$ cat src/rtl/mem_sequencer.sv
// mem_sequencer
// Multicycle fetch/execute sequencer for the unified system memory
// (16-bit instruction ROM plus 8-bit data RAM behind a 2:1 output mux).
// It runs a minimal load/store/jump instruction set through one accumulator.
//
// Ports:
//   clk            system clock, rising edge
//   reset          asynchronous, active-high reset
//   start          level; leaves IDLE when sampled high (ignored elsewhere)
//   mem_q          memory output; RAM reads arrive zero-extended in the low byte
//   mem_addr       memory address
//   mem_data       memory write data (always the accumulator)
//   mem_q_selector 0 = instruction ROM, 1 = data RAM
//   mem_we         RAM write enable (one cycle, STORE only)
//   pc, ir, acc    architectural registers
//   busy           high in FETCH, DECODE, LOAD_CAP and STORE
//   halted         high in HALT
module mem_sequencer #(
  parameter int DATA_INS_WIDTH = 16,
  parameter int DATA_DAT_WIDTH = 8,   // must be <= 12
  parameter int ADDR_WIDTH     = 6    // must be <= 12
) (
  input  logic                      clk,
  input  logic                      reset,
  input  logic                      start,
  input  logic [DATA_INS_WIDTH-1:0] mem_q,
  output logic [ADDR_WIDTH-1:0]     mem_addr,
  output logic [DATA_DAT_WIDTH-1:0] mem_data,
  output logic                      mem_q_selector,
  output logic                      mem_we,
  output logic [ADDR_WIDTH-1:0]     pc,
  output logic [DATA_INS_WIDTH-1:0] ir,
  output logic [DATA_DAT_WIDTH-1:0] acc,
  output logic                      busy,
  output logic                      halted
);

  typedef enum logic [2:0] {
    S_IDLE,
    S_FETCH,
    S_DECODE,
    S_LOAD_CAP,
    S_STORE,
    S_HALT
  } state_t;

  localparam logic [3:0] OP_NOP  = 4'h0;
  localparam logic [3:0] OP_LDI  = 4'h1;
  localparam logic [3:0] OP_LD   = 4'h2;
  localparam logic [3:0] OP_ST   = 4'h3;
  localparam logic [3:0] OP_JMP  = 4'h4;
  localparam logic [3:0] OP_ADDI = 4'h5;
  localparam logic [3:0] OP_HALT = 4'hF;

  localparam logic [ADDR_WIDTH-1:0] PC_ONE = {{(ADDR_WIDTH-1){1'b0}}, 1'b1};

  state_t                    state_reg, state_next;
  logic [ADDR_WIDTH-1:0]     pc_reg, pc_next;
  logic [DATA_INS_WIDTH-1:0] ir_reg, ir_next;
  logic [DATA_DAT_WIDTH-1:0] acc_reg, acc_next;

  logic [3:0]                opcode;
  logic [ADDR_WIDTH-1:0]     op_addr;
  logic [DATA_DAT_WIDTH-1:0] imm;

  assign opcode  = ir_reg[DATA_INS_WIDTH-1 -: 4];
  assign op_addr = ir_reg[ADDR_WIDTH-1:0];
  assign imm     = ir_reg[DATA_DAT_WIDTH-1:0];

  assign pc       = pc_reg;
  assign ir       = ir_reg;
  assign acc      = acc_reg;
  assign mem_data = acc_reg;

  // Because every memory-side output is decoded from state_reg, the async
  // reset clears mem_we in the same cycle it is asserted, even mid-STORE.
  always_ff @(posedge clk or posedge reset) begin
    if (reset) begin
      state_reg <= S_IDLE;
      pc_reg    <= '0;
      ir_reg    <= '0;
      acc_reg   <= '0;
    end else begin
      state_reg <= state_next;
      pc_reg    <= pc_next;
      ir_reg    <= ir_next;
      acc_reg   <= acc_next;
    end
  end

  always_comb begin
    state_next     = state_reg;
    pc_next        = pc_reg;
    ir_next        = ir_reg;
    acc_next       = acc_reg;
    mem_addr       = pc_reg;
    mem_q_selector = 1'b0;
    mem_we         = 1'b0;
    busy           = 1'b0;
    halted         = 1'b0;

    case (state_reg)
      S_IDLE: begin
        if (start) state_next = S_FETCH;
      end

      S_FETCH: begin
        busy       = 1'b1;
        ir_next    = mem_q;
        pc_next    = pc_reg + PC_ONE;  // wraps naturally at the top address
        state_next = S_DECODE;
      end

      // Presenting the operand address here lets the RAM register it on this
      // edge, so LOAD_CAP sees valid data and STORE can write straight away.
      S_DECODE: begin
        busy           = 1'b1;
        mem_addr       = op_addr;
        mem_q_selector = 1'b1;
        state_next     = S_FETCH;
        case (opcode)
          OP_LDI:  acc_next   = imm;
          OP_LD:   state_next = S_LOAD_CAP;
          OP_ST:   state_next = S_STORE;
          OP_JMP:  pc_next    = op_addr;
          OP_ADDI: acc_next   = acc_reg + imm;  // carry discarded
          OP_HALT: state_next = S_HALT;
          OP_NOP:  state_next = S_FETCH;
          default: state_next = S_FETCH;       // unknown opcodes act as NOP
        endcase
      end

      S_LOAD_CAP: begin
        busy           = 1'b1;
        mem_addr       = op_addr;
        mem_q_selector = 1'b1;
        acc_next       = mem_q[DATA_DAT_WIDTH-1:0];
        state_next     = S_FETCH;
      end

      S_STORE: begin
        busy           = 1'b1;
        mem_addr       = op_addr;
        mem_q_selector = 1'b1;
        mem_we         = 1'b1;
        state_next     = S_FETCH;
      end

      S_HALT: begin
        halted = 1'b1;  // sticky until reset
      end

      default: state_next = S_IDLE;
    endcase
  end

endmodule
$ cat config.mk
export PLATFORM = sky130hd
export DESIGN_NAME = mem_sequencer
export DESIGN_NICKNAME = d
export VERILOG_FILES = /design/src/rtl/mem_sequencer.sv
export SDC_FILE = /design/constraint.sdc
export NUM_CORES = 1
export LEC_CHECK = 0
export CORE_MARGIN = 8
export CORE_UTILIZATION = 42
export CTS_CLUSTER_SIZE = 8
export DETAILED_ROUTE_END_ITERATION = 16
export GPL_TIMING_DRIVEN = 0
export PLACE_DENSITY = 0.82
export SYNTH_ARGS = -nofsm -noshare
export SYNTH_HDL_FRONTEND = slang
export SYNTH_SLANG_ARGS = --single-unit
$ cat constraint.sdc
create_clock -name clk -period 1.9 [get_ports clk]
set_input_delay 0.38 -clock clk [delete_from_list [all_inputs] [get_ports clk]]
set_output_delay 0.38 -clock clk [all_outputs]
set_load 0.05 [all_outputs]
=== Word level (Yosys, flattened, before mapping) ===
Cells that the tools add are included.
W data, S select, Z words.

* Register bits after elaboration: 33
* Output and inout bits: 48
* Word-level logic and storage cells: 42

* Add/sub/neg operators: 2
* Equality and inequality tests: 14
* Multiplexer cells: 12
* Bitwise operators: 1
* Reductions and logical operators: 9

{| class="wikitable"
|+ Operators by type and width
! operator !! count
|-
| $pmux W8 S2 || 2
|-
| $pmux W3 S5 || 1
|-
| $mux W6 || 2
|-
| $pmux W6 S2 || 1
|-
| $pmux W3 S3 || 1
|-
| $add A8 B8 Y8 || 1
|-
| $eq A4 B2 Y1 const B || 2
|-
| $eq A4 B3 Y1 const B || 2
|-
| $add A6 B1 Y6 const B || 1
|-
| $eq A3 B2 Y1 const B || 2
|-
| $eq A3 B3 Y1 const B || 2
|-
| $reduce_and A2 Y1 || 3
|-
| $eq A4 B1 Y1 const B || 1
|-
| $eq A4 B4 Y1 const B || 1
|-
| $mux W1 || 4
|-
| $reduce_bool A2 Y1 || 2
|-
| $reduce_or A4 Y1 || 1
|-
| $eq A3 B1 Y1 const B || 1
|-
| $logic_not A3 Y1 || 1
|-
| $mux W3 || 1
|-
| $ne A3 B3 Y1 const B || 1
|-
| $reduce_or A3 Y1 || 1
|-
| $ne A2 B1 Y1 const B || 1
|-
| $ne A2 B2 Y1 const B || 1
|-
| other kinds (2) || 2
|}

=== Logic depth before layout (Yosys ltp) ===
Gate-level depths: netlist of the first run.

* Depth in word-level cells: 3
* Gate-level depth with buffers: 8
* Mapped depth without buffers: 8

=== Worst setup path before layout of the first run ===
No wires, ideal clock.

* Path kind: reg2out
* Start point: register state_reg[0]
* End point: output mem_addr[1]
* Arrival time: 2.811 ns
* Data required time: 1.520 ns
* Slack: -1.291 ns
* Stages on the path, launching flop included: 5
* Buffers on the path: 1
* Path through: dfrtp_1 -> buf_2 -> nor3b_1 -> nor2_2 -> o21ai_1

* Word-level cells in the longest chain between the ends: 3

{| class="wikitable"
|+ Ends and longest elaborated chain
! item !! line !! source
|-
| start: declaration || 57 || <nowiki>state_t state_reg, state_next;</nowiki>
|-
| start signal: assignment || 84 || <nowiki>state_reg <= state_next;</nowiki>
|-
| $eq A3 B2 Y1 / $eq A3 B3 Y1 (equally long branches) || 102 || <nowiki>case (state_reg)</nowiki>
|-
| $reduce_or A3 Y1 (no line) * || - ||
|-
| $mux W6 * || 102 ||
|-
| end: declaration || 27 || <nowiki>output logic [ADDR_WIDTH-1:0] mem_addr,</nowiki>
|}

Mark *: on every way between the ends. The rest lies on a longest branch, timed or not.

=== Final worst setup path of the first run ===
* Start point: register state_reg[0]
* End point: output mem_addr[0]

The elaborated chain is that of the path after synthesis.

==> reports/results.txt, run 1 <==
Status - finished, violations left
Violations in the final reports - negative setup slack
Startpoint types - flip-flop
Synth Register Bits - 33
Type of destination of the critical path - primary output
Critical Path RT - 1.52 ns
CP cell instances - buf_6 -> nor3b_4 -> nor2_4 -> buf_12 -> mux2_4 -> buf_8
Reg2Reg Launch Point - acc[0]$_DFFE_PP0P_
CTS H-tree lvls - 2
Hold depth - 1
First-pass GRT wire length - 10.3 mm
Met2 wire len - 3.32 mm
Fmax - 475 MHz
Number of global-route vias before repair - 2153
Largest net degree at the start of global routing - 34
Synth unique cells - 50
Post-DP HPWL - 4.36 mm
Placer Congestion - 0.893
Synth top cells by count - dfrtp_1 (33), mux2_2 (19), nand2_1 (19)
Max cap viols - 0
Post-synth net total - 246
Initial DRC Count - 100
Top cells by area, synth - dfrtp_1 (40%), mux2_2 (10%), ha_1 (4.8%)
PnR worst setup slack - -0.204 ns
Final setup fails - 9
Crit-path slowest cell - dfrtp_1
Mapped Cells - 218
Skew-Pair Late Insertion Delay - 0.29 ns
Min Hold Slack - 0.510 ns
Period utilization - 111%
Detailed-router iteration count before antenna repair - 4
Worst hold path startpoint - ir[8]$_DFFE_PP0P_
Worst-margin pin slew - 0.700 ns
Worst Clk Skew - 0.00648 ns
Synth top area share - 39.6%
Diodes inserted - 0
Post-Route WL - 6.45 mm
RSZ-0062 raised after global routing - yes
Worst path max stage delay - 0.38 ns
Hold-fix buffers at CTS - 0
Fill cells - 364
Post-synth EDFFs - 0
Hold Path End - ir[8]$_DFFE_PP0P_
Met1 Wirelength - 2.61 mm
Antenna-violating nets left - 0
Most instantiated library cell after synthesis - dfrtp_1
R2r worst-path depth - 8
Total of warnings raised by yosys - 0
Die area - 0.00748 mm^2
Max reg flops - 16
Global-route usage over all layers - 17.2%
Initial antenna violation count - 0
Clock buffer depth - 2
Share of layout cells above drive strength 1 - 36.5%
Average size of a mapped cell - 9.57 um^2
Clock transition at path regs - 0.07 ns
Starting density of the core - 43.9%
Critical path class - flip-flop to primary output
Num Clock Sinks - 33
Via/cell ratio - 5.47
# DRC - 0
Via Count - 2075
Core area - 0.00475 mm^2
Post-synthesis async set-or-reset flop share - 100%
Crit Reg-Reg Endpoint - acc[6]$_DFFE_PP0P_
Inserted Clock Buffers - 5
Avg WL per Cell - 17.0 um
Row count - 25
Nets - 339
# port buffers - 66
Die Height - 86.5 um
I/O Pins - 67
Max layer used - met4
Rel. slew slack - 53.2%
Seq/Total Area, Yosys - 39.6%
Fin Setup TNS - -1.54 ns
Mapped cell area - 0.00209 mm^2
CP Max Fanout - 6
Final Hold Fails - 0
Worst min path class - flip-flop to flip-flop
Slew Viols, Final - 0
R2r setup slk - -0.18 ns
P&R area growth vs syn - 58.8%
Design area - 0.00331 mm^2
Die width - 86.5 um
CTS tree - yes
Clk Tree Root Cell - clkbuf_8
Metal3 WL - 403 um
Final min period - 2.10 ns
Main synth FF type - dfrtp_1
Total global routing overflow - 0
Most area-hungry cell type in the Yosys netlist - dfrtp_1
CP Data Arrival Time - 1.72 ns
Fin util - 69.7%
Placed cell area - 0.00291 mm^2
==> worst max-delay path by stage <==
stage,end,depth (start not counted),from
global placement,mem_addr[0],5,state_reg[2]$_DFFE_PP0P_
global route,mem_addr[0],6,state_reg[2]$_DFFE_PP0P_
finish,mem_addr[0],6,state_reg[0]$_DFFE_PP0P_
floorplan,acc[6]$_DFFE_PP0P_,8,ir[0]$_DFFE_PP0P_
detailed placement,mem_addr[0],5,state_reg[2]$_DFFE_PP0P_
CTS,mem_addr[0],6,state_reg[0]$_DFFE_PP0P_
==> cell families after synthesis <==
kind of cell,share of synthesized area [%]
simple gates,16.5
compound gates,17.1
flops,39.6
buf+inv,6.71
mux,12.2
fa+ha+maj,5.76
xor+xnor,2.10
==> routing by layer <==
| metal | GRT usage (%) | vias up |
|---|---|---|
| met4 | 5.63 | 0 |
| met2 | 30.7 | 83 |
| met5 | 0 | - |
| met1 | 19.6 | 1009 |
| li1 | - | 965 |
| met3 | 3.97 | 18 |
==> through the flow <==
stage | std cells | setup WS, ns
after floorplan | 218 | -0.213
after global placement | 351 | -0.638
after detailed placement | 351 | -0.661
after CTS | 374 | -0.186
after global routing | 379 | -0.257
final | 379 | -0.204
==> layout make-up <==
class	count	area [um^2]	area share [%]
timing repair buffer	86	835	25.2
tap	67	83.8	2.53
clock inverter	1	5.00	0.151
clock buffer	7	96.3	2.91
sequential	33	841	25.4
buffer	16	115	3.47
inverter	10	41.3	1.25
multi-input combinational	159	1300	39.1
==> worst max-delay path, delay by kind of cell (launching register included) <==
family / cells / cell delay [ns]
buf+inv: 3 / 0.42
mux: 1 / 0.30
simple gates: 2 / 0.34
flops: 1 / 0.38
==> cell usage in the layout, fill, tap and decap left out, types with 11 or more instances in the layout <==
cell             instances
a21oi_1                 11
o21ai_1                 13
dlygate4sd2_1           27
nand2_1                 19
mux2_2                  14
dfrtp_1                 21
nor2_1                  15
clkdlybuf4s50_1         22
buf_4                   27
dfrtp_2                 12
==> what timing repair did <==
item	4_1_cts	5_1_grt
gates resized for setup	96	25
setup buffers	15	5
endpoints found under the setup margin	38	28
pin swaps	3	3
Power of run 1 is not shown: default switching activity piles up to over one toggle a cycle in this logic, so the estimate is an artifact.
==> run 2: changes to the inputs <==
--- a/config.mk
+++ b/config.mk
@@ -10,7 +10,7 @@
 export CTS_CLUSTER_SIZE = 8
 export DETAILED_ROUTE_END_ITERATION = 16
 export GPL_TIMING_DRIVEN = 0
-export PLACE_DENSITY = 0.82
+export PLACE_DENSITY = 0.77
 export SYNTH_ARGS = -nofsm -noshare
 export SYNTH_HDL_FRONTEND = slang
 export SYNTH_SLANG_ARGS = --single-unit
==> reports/results.txt, run 2 (synthesized netlist as in run 1, its figures left out) <==
Status - finished, violations left
Violations in the final reports - negative setup slack
CTS tree - yes
Design area - 0.00335 mm^2 (+1.2%)
Total global routing overflow - 0 (unchanged)
Number of global-route vias before repair - 2036 (-5.4%)
Via/cell ratio - 5.21 (-4.8%)
Detailed-router iteration count before antenna repair - 4 (unchanged)
Placed cell area - 0.00291 mm^2 (unchanged)
Reg2Reg Launch Point - acc[0]$_DFFE_PP0P_
Register area - 841 um^2 (unchanged)
Initial antenna violation count - 0 (unchanged)
Share of layout cells above drive strength 1 - 36.3% (-0.29 points)
Initial DRC Count - 117 (+17%)
Starting density of the core - 43.9% (unchanged)
Placer Congestion - 0.842 (-5.8%)
Critical Path RT - 1.52 ns (about the same)
I/O Pins - 67 (unchanged)
Die width - 86.5 um (unchanged)
Global-route usage over all layers - 16.1% (-1.1 points)
CP Max Fanout - 5 (-1)
Inserted Clock Buffers - 5 (unchanged)
Clock transition at path regs - 0.08 ns (about the same)
Skew-Pair Late Insertion Delay - 0.29 ns (about the same)
Slew Viols, Final - 0 (unchanged)
DP Worst Slack - -0.677 ns (-0.0161 ns)
CP Data Arrival Time - 1.78 ns (+0.06 ns)
Worst min path class - input pin to async pin
Multi-input gate area - 0.00126 mm^2 (-2.5%)
Row count - 25 (unchanged)
Min Hold Slack - 0.393 ns (-0.116 ns)
Final setup fails - 9 (unchanged)
First-pass GRT wire length - 9.58 mm (-7.4%)
PnR worst setup slack - -0.260 ns (-0.0564 ns)
Clock buffer depth - 2 (unchanged)
Antenna-violating nets left - 0 (unchanged)
Largest net degree at the start of global routing - 34 (unchanged)
Die Height - 86.5 um (unchanged)
Die area - 0.00748 mm^2 (unchanged)
Post-DP HPWL - 4.25 mm (-2.4%)
Worst-margin pin slew - 0.626 ns (-0.0745 ns)
Max cap viols - 0 (unchanged)
Nets - 347 (+2.4%)
Post-Route WL - 6.17 mm (-4.4%)
# port buffers - 66 (unchanged)
Core area - 0.00475 mm^2 (unchanged)
CTS H-tree lvls - 2 (unchanged)
Critical path class - flip-flop to primary output
Final min period - 2.16 ns (+0.0564 ns)
Type of destination of the critical path - primary output
Clk Tree Root Cell - clkbuf_8
R2r worst-path depth - 8 (unchanged)
Max reg flops - 16 (unchanged)
Diodes inserted - 0 (unchanged)
Worst Clk Skew - 0.0126 ns (+0.00609 ns)
Num Clock Sinks - 33 (unchanged)
Crit Reg-Reg Endpoint - acc[6]$_DFFE_PP0P_
P&R area growth vs syn - 60.7%
Via Count - 2017 (-2.8%)
Fmax - 463 MHz (-2.6%)
Fill cells - 357 (-1.9%)
Avg WL per Cell - 16.0 um (-6.3%)
R2r setup slk - -0.18 ns (about the same)
# DRC - 0 (unchanged)
Commonest non-fill, non-tap cells in the layout - buf_4 (32), dlygate4sd2_1 (29), clkdlybuf4s50_1 (23), dfrtp_1 (21), nand2_1 (19)
Period utilization - 114% (+3.0 points)
Most common cell after layout, fill and taps aside - buf_4
RSZ-0062 raised after global routing - yes
Final Hold Fails - 0 (unchanged)
Rel. slew slack - 58.0% (+4.8 points)
Startpoint types - flip-flop
[run 2: cell count changes in the layout (fill, tap and decap cells not counted), moves of 2 or more]
| cell | change |
|---|---|
| inv_2 | -2 |
| buf_6 | +5 |
| buf_4 | +5 |
| buf_2 | -2 |
| dlymetal6s2s_1 | -3 |
| dlygate4sd2_1 | +2 |
[run 2: per-stage QoR]
step                      utilization [%]  cells  setup TNS (ns)
after detailed placement             61.2    351           -6.00
after global routing                 70.6    387           -2.87
final                                70.6    387           -1.89
after floorplan                         -    218          -0.954
after CTS                            65.6    373           -1.61
after global placement               61.2    351           -6.42
[run 2: area by class of cell]
| class | instances | area share, % |
|---|---|---|
| Buffer | 16 | 3.62 |
| Clock inverter | 1 | 0.224 |
| Sequential cell | 33 | 25.1 |
| Clock buffer | 7 | 2.57 |
| Multi-Input combinational cell | 159 | 37.7 |
| Tap cell | 67 | 2.50 |
| Timing Repair Buffer | 94 | 27.1 |
| Inverter | 10 | 1.23 |
[run 2: how the worst max path moves through the flow]
stage                                        start                  to  slack [ns]  depth (start not counted)
after floorplan                  ir[0]$_DFFE_PP0P_  acc[6]$_DFFE_PP0P_       -0.21                          8
after global placement    state_reg[2]$_DFFE_PP0P_         mem_addr[0]       -0.62                          5
after detailed placement  state_reg[2]$_DFFE_PP0P_         mem_addr[0]       -0.68                          5
after CTS                 state_reg[2]$_DFFE_PP0P_         mem_addr[2]       -0.26                          6
after global routing      state_reg[2]$_DFFE_PP0P_         mem_addr[0]       -0.29                          6
final                     state_reg[2]$_DFFE_PP0P_         mem_addr[0]       -0.26                          6
[run 2: repair_timing]
action,4_1_cts,5_1_grt
pin swaps,3,4
gates resized for setup,99,23
hold buffers,0,0
buffers inserted,14,13
endpoints found under the setup margin,40,22
hold endpoints to repair,0,0
gates cloned,0,0
[run 2: worst max-delay path: stages (launching register included)]
cell and delay (ns):
dfrtp_1 0.36, buf_6 0.11, and2b_2 0.24, nor2_4 0.20, buf_12 0.14, mux2_4 0.30, buf_6 0.15
[run 2: per-layer routing]
| layer | part of all wire, % | track usage (%) | vias to the layer above |
|---|---|---|---|
| met5 | 0 | 0 | - |
| met4 | 1.1 | 6.26 | 0 |
| met3 | 5.6 | 4.35 | 5 |
| met2 | 51 | 27.6 | 59 |
| met1 | 42 | 18.4 | 971 |
| li1 | - | - | 982 |
Power of run 2 is left out for the same reason.
==> run 3: changes to the inputs <==
--- a/config.mk
+++ b/config.mk
@@ -5,12 +5,13 @@
 export SDC_FILE = /design/constraint.sdc
 export NUM_CORES = 1
 export LEC_CHECK = 0
+export ABC_CLOCK_PERIOD_IN_PS = 2200
 export CORE_MARGIN = 8
-export CORE_UTILIZATION = 42
+export CORE_UTILIZATION = 46
 export CTS_CLUSTER_SIZE = 8
 export DETAILED_ROUTE_END_ITERATION = 16
 export GPL_TIMING_DRIVEN = 0
-export PLACE_DENSITY = 0.77
+export PLACE_DENSITY = 0.8
 export SYNTH_ARGS = -nofsm -noshare
 export SYNTH_HDL_FRONTEND = slang
 export SYNTH_SLANG_ARGS = --single-unit
==> constraint.sdc (replaced) <==
create_clock -name clk -period 2.2 [get_ports clk]
set_input_delay 0.44 -clock clk [delete_from_list [all_inputs] [get_ports clk]]
set_output_delay 0.44 -clock clk [all_outputs]
set_load 0.05 [all_outputs]
==> reports/results.txt, run 3 (synthesized netlist as in run 1, its figures left out) <==
Rel. slew slack - 65.2% (+7.2 points)
Avg WL per Cell - 17.8 um (+12%)
Fmax - 452 MHz
Post-Route WL - 6.34 mm (+2.7%)
Fill cells - 329 (-7.8%)
Final setup fails - 4 (-5)
Critical path class - flip-flop to primary output
Worst min path class - input pin to async pin
Design area - 0.00311 mm^2 (-7.3%)
Most common cell after layout, fill and taps aside - clkdlybuf4s50_1
Detailed-router iteration count before antenna repair - 4 (unchanged)
Worst Clk Skew - 0.00554 ns (-0.00703 ns)
Crit Reg-Reg Endpoint - acc[6]$_DFFE_PP0P_
Global-route usage over all layers - 17.1% (+1.0 points)
Post-placement cell count - 336 (-4.3%)
CP cell instances - buf_4 -> nor3b_4 -> nor2_4 -> buf_12 -> mux2_4 -> buf_8
Register area - 832 um^2 (-1.0%)
Startpoint types - flip-flop
R2r worst-path depth - 6 (-2)
Status - finished, violations left
Row count - 24 (-4.0%)
First-pass GRT wire length - 9.94 mm (+3.7%)
CP Data Arrival Time - 1.77 ns (about the same)
R2r setup slk - 0.05 ns (+0.23 ns)
RSZ-0062 raised after global routing - yes
CTS tree - yes
Core area - 0.00435 mm^2 (-8.4%)
Die area - 0.00695 mm^2 (-7.1%)
Cell family with most CP delay - buffers and inverters
Placer Congestion - 0.871 (+3.5%)
Total global routing overflow - 0 (unchanged)
Die width - 83.4 um (-3.6%)
Post-DP HPWL - 4.32 mm (+1.6%)
Type of destination of the critical path - primary output
Via Count - 2029 (+0.59%)
# DRC - 0 (unchanged)
Inserted Clock Buffers - 5 (unchanged)
Worst-margin pin slew - 0.519 ns (-0.107 ns)
Starting density of the core - 47.9% (+4.0 points)
Reg2Reg Launch Point - ir[3]$_DFFE_PP0P_
Num Clock Sinks - 33 (unchanged)
Initial DRC Count - 98 (-16%)
Crit. Startpoint - state_reg[1]$_DFFE_PP0P_
Max reg flops - 16 (unchanged)
I/O Pins - 67 (unchanged)
Number of global-route vias before repair - 2038 (+0.098%)
Initial antenna violation count - 0 (unchanged)
CP Max Fanout - 5 (unchanged)
CP bufs+invs - 3 (unchanged)
Clk Tree Root Cell - clkbuf_8
Period utilization - 101%
Final Hold Fails - 0 (unchanged)
Skew-Pair Late Insertion Delay - 0.28 ns (about the same)
PnR worst setup slack - -0.0148 ns (+0.246 ns)
Worst path max stage delay - 0.42 ns (+0.06 ns)
CP Capture Point - mem_addr[0]
# port buffers - 66 (unchanged)
Crit-path slowest cell - dfrtp_2
Via/cell ratio - 5.70 (+9.4%)
Slew Viols, Final - 0 (unchanged)
Critical Path RT - 1.76 ns (+0.24 ns)
Violations in the final reports - negative setup slack
Clock buffer depth - 2 (unchanged)
Nets - 331 (-4.6%)
Crit. path cell count - 6 (unchanged)
Fin Setup TNS - -0.0372 ns (+1.85 ns)
Share of layout cells above drive strength 1 - 27.0% (-9.3 points)
Final min period - 2.21 ns
Antenna-violating nets left - 0 (unchanged)
Max cap viols - 0 (unchanged)
Die Height - 83.4 um (-3.6%)
P&R area growth vs syn - 49.0%
Largest net degree at the start of global routing - 34 (unchanged)
Non-filler cells, final - 356 (-8.0%)
Clock transition at path regs - 0.07 ns (about the same)
Diodes inserted - 0 (unchanged)
CTS H-tree lvls - 2 (unchanged)
Multi-input gate area - 0.00119 mm^2 (-5.8%)
Commonest non-fill, non-tap cells in the layout - clkdlybuf4s50_1 (56), dfrtp_1 (28), buf_4 (19), nand2_1 (19)
Hold-fix buffers at CTS - 0 (unchanged)
Placed cell area - 0.00283 mm^2 (-2.7%)
-- run 3: cell count changes in the layout (fill, tap and decap cells not counted), moves of 2 or more --
cell             before  now
a21oi_2               3    1
ha_1                  3    6
buf_4                32   19
a21oi_1              11   13
buf_6                13    3
clkinvlp_4            2    0
buf_2                 4    8
ha_4                  5    2
clkdlybuf4s50_1      23   56
dfrtp_1              21   28
dlygate4sd2_1        29    2
dlymetal6s2s_1        5    0
dfrtp_2              12    5
-- run 3: area by class of cell --
type / count / area share, %
multi-input cells: 159 / 38.3
repair buffers: 78 / 25.2
well taps: 52 / 2.09
inverters: 10 / 1.21
flip-flops and latches: 33 / 26.8
plain buffers: 16 / 3.58
clock buffers: 8 / 2.90
-- run 3: how the worst min path moves through the flow --
stage / from / end / slack (ns) / depth (start not counted)
after detailed placement: ir[8]$_DFFE_PP0P_ / ir[8]$_DFFE_PP0P_ / 0.50 / 1
after floorplan: mem_q[12] / ir[12]$_DFFE_PP0P_ / 0.56 / 2
after CTS: ir[8]$_DFFE_PP0P_ / ir[8]$_DFFE_PP0P_ / 0.51 / 1
final: reset / ir[11]$_DFFE_PP0P_ / 0.43 / 2
after global placement: ir[9]$_DFFE_PP0P_ / ir[9]$_DFFE_PP0P_ / 0.49 / 1
after global routing: reset / acc[6]$_DFFE_PP0P_ / 0.43 / 2
-- run 3: through the flow --
stage	util, %	hold slack (ns)	setup slack, ns
final	71.4	0.430	-0.0148
after global routing	71.4	0.434	-0.0620
after CTS	69.2	0.510	-0.160
after detailed placement	65.0	0.495	-0.446
after global placement	65.0	0.489	-0.418
after floorplan	-	0.557	-0.191
-- run 3: worst reg2reg max path: cells and delay by family (launching register included) --
kind                       cells  cell delay (ns)
DFF                            1             0.47
and+or+nand+nor                1             0.47
AOI/OAI and AO/OA              4             0.75
adders and majority gates      1             0.39
-- run 3: layer usage --
metal / global-route usage, % / routed length (um) / vias to the layer above
met2: 28.4 / 3180 / 76
li1: - / - / 952
met4: 6.39 / 110 / 0
met5: 0 / 0 / -
met3: 5.27 / 442 / 11
met1: 20.0 / 2600 / 990
-- run 3: what timing repair did --
action,4_1_cts,5_1_grt
buffers inserted,6,5
pin swaps,2,4
hold endpoints to repair,0,0
setup endpoints to repair,11,8
resized for setup,54,18
Power of run 3 is left out for the same reason.
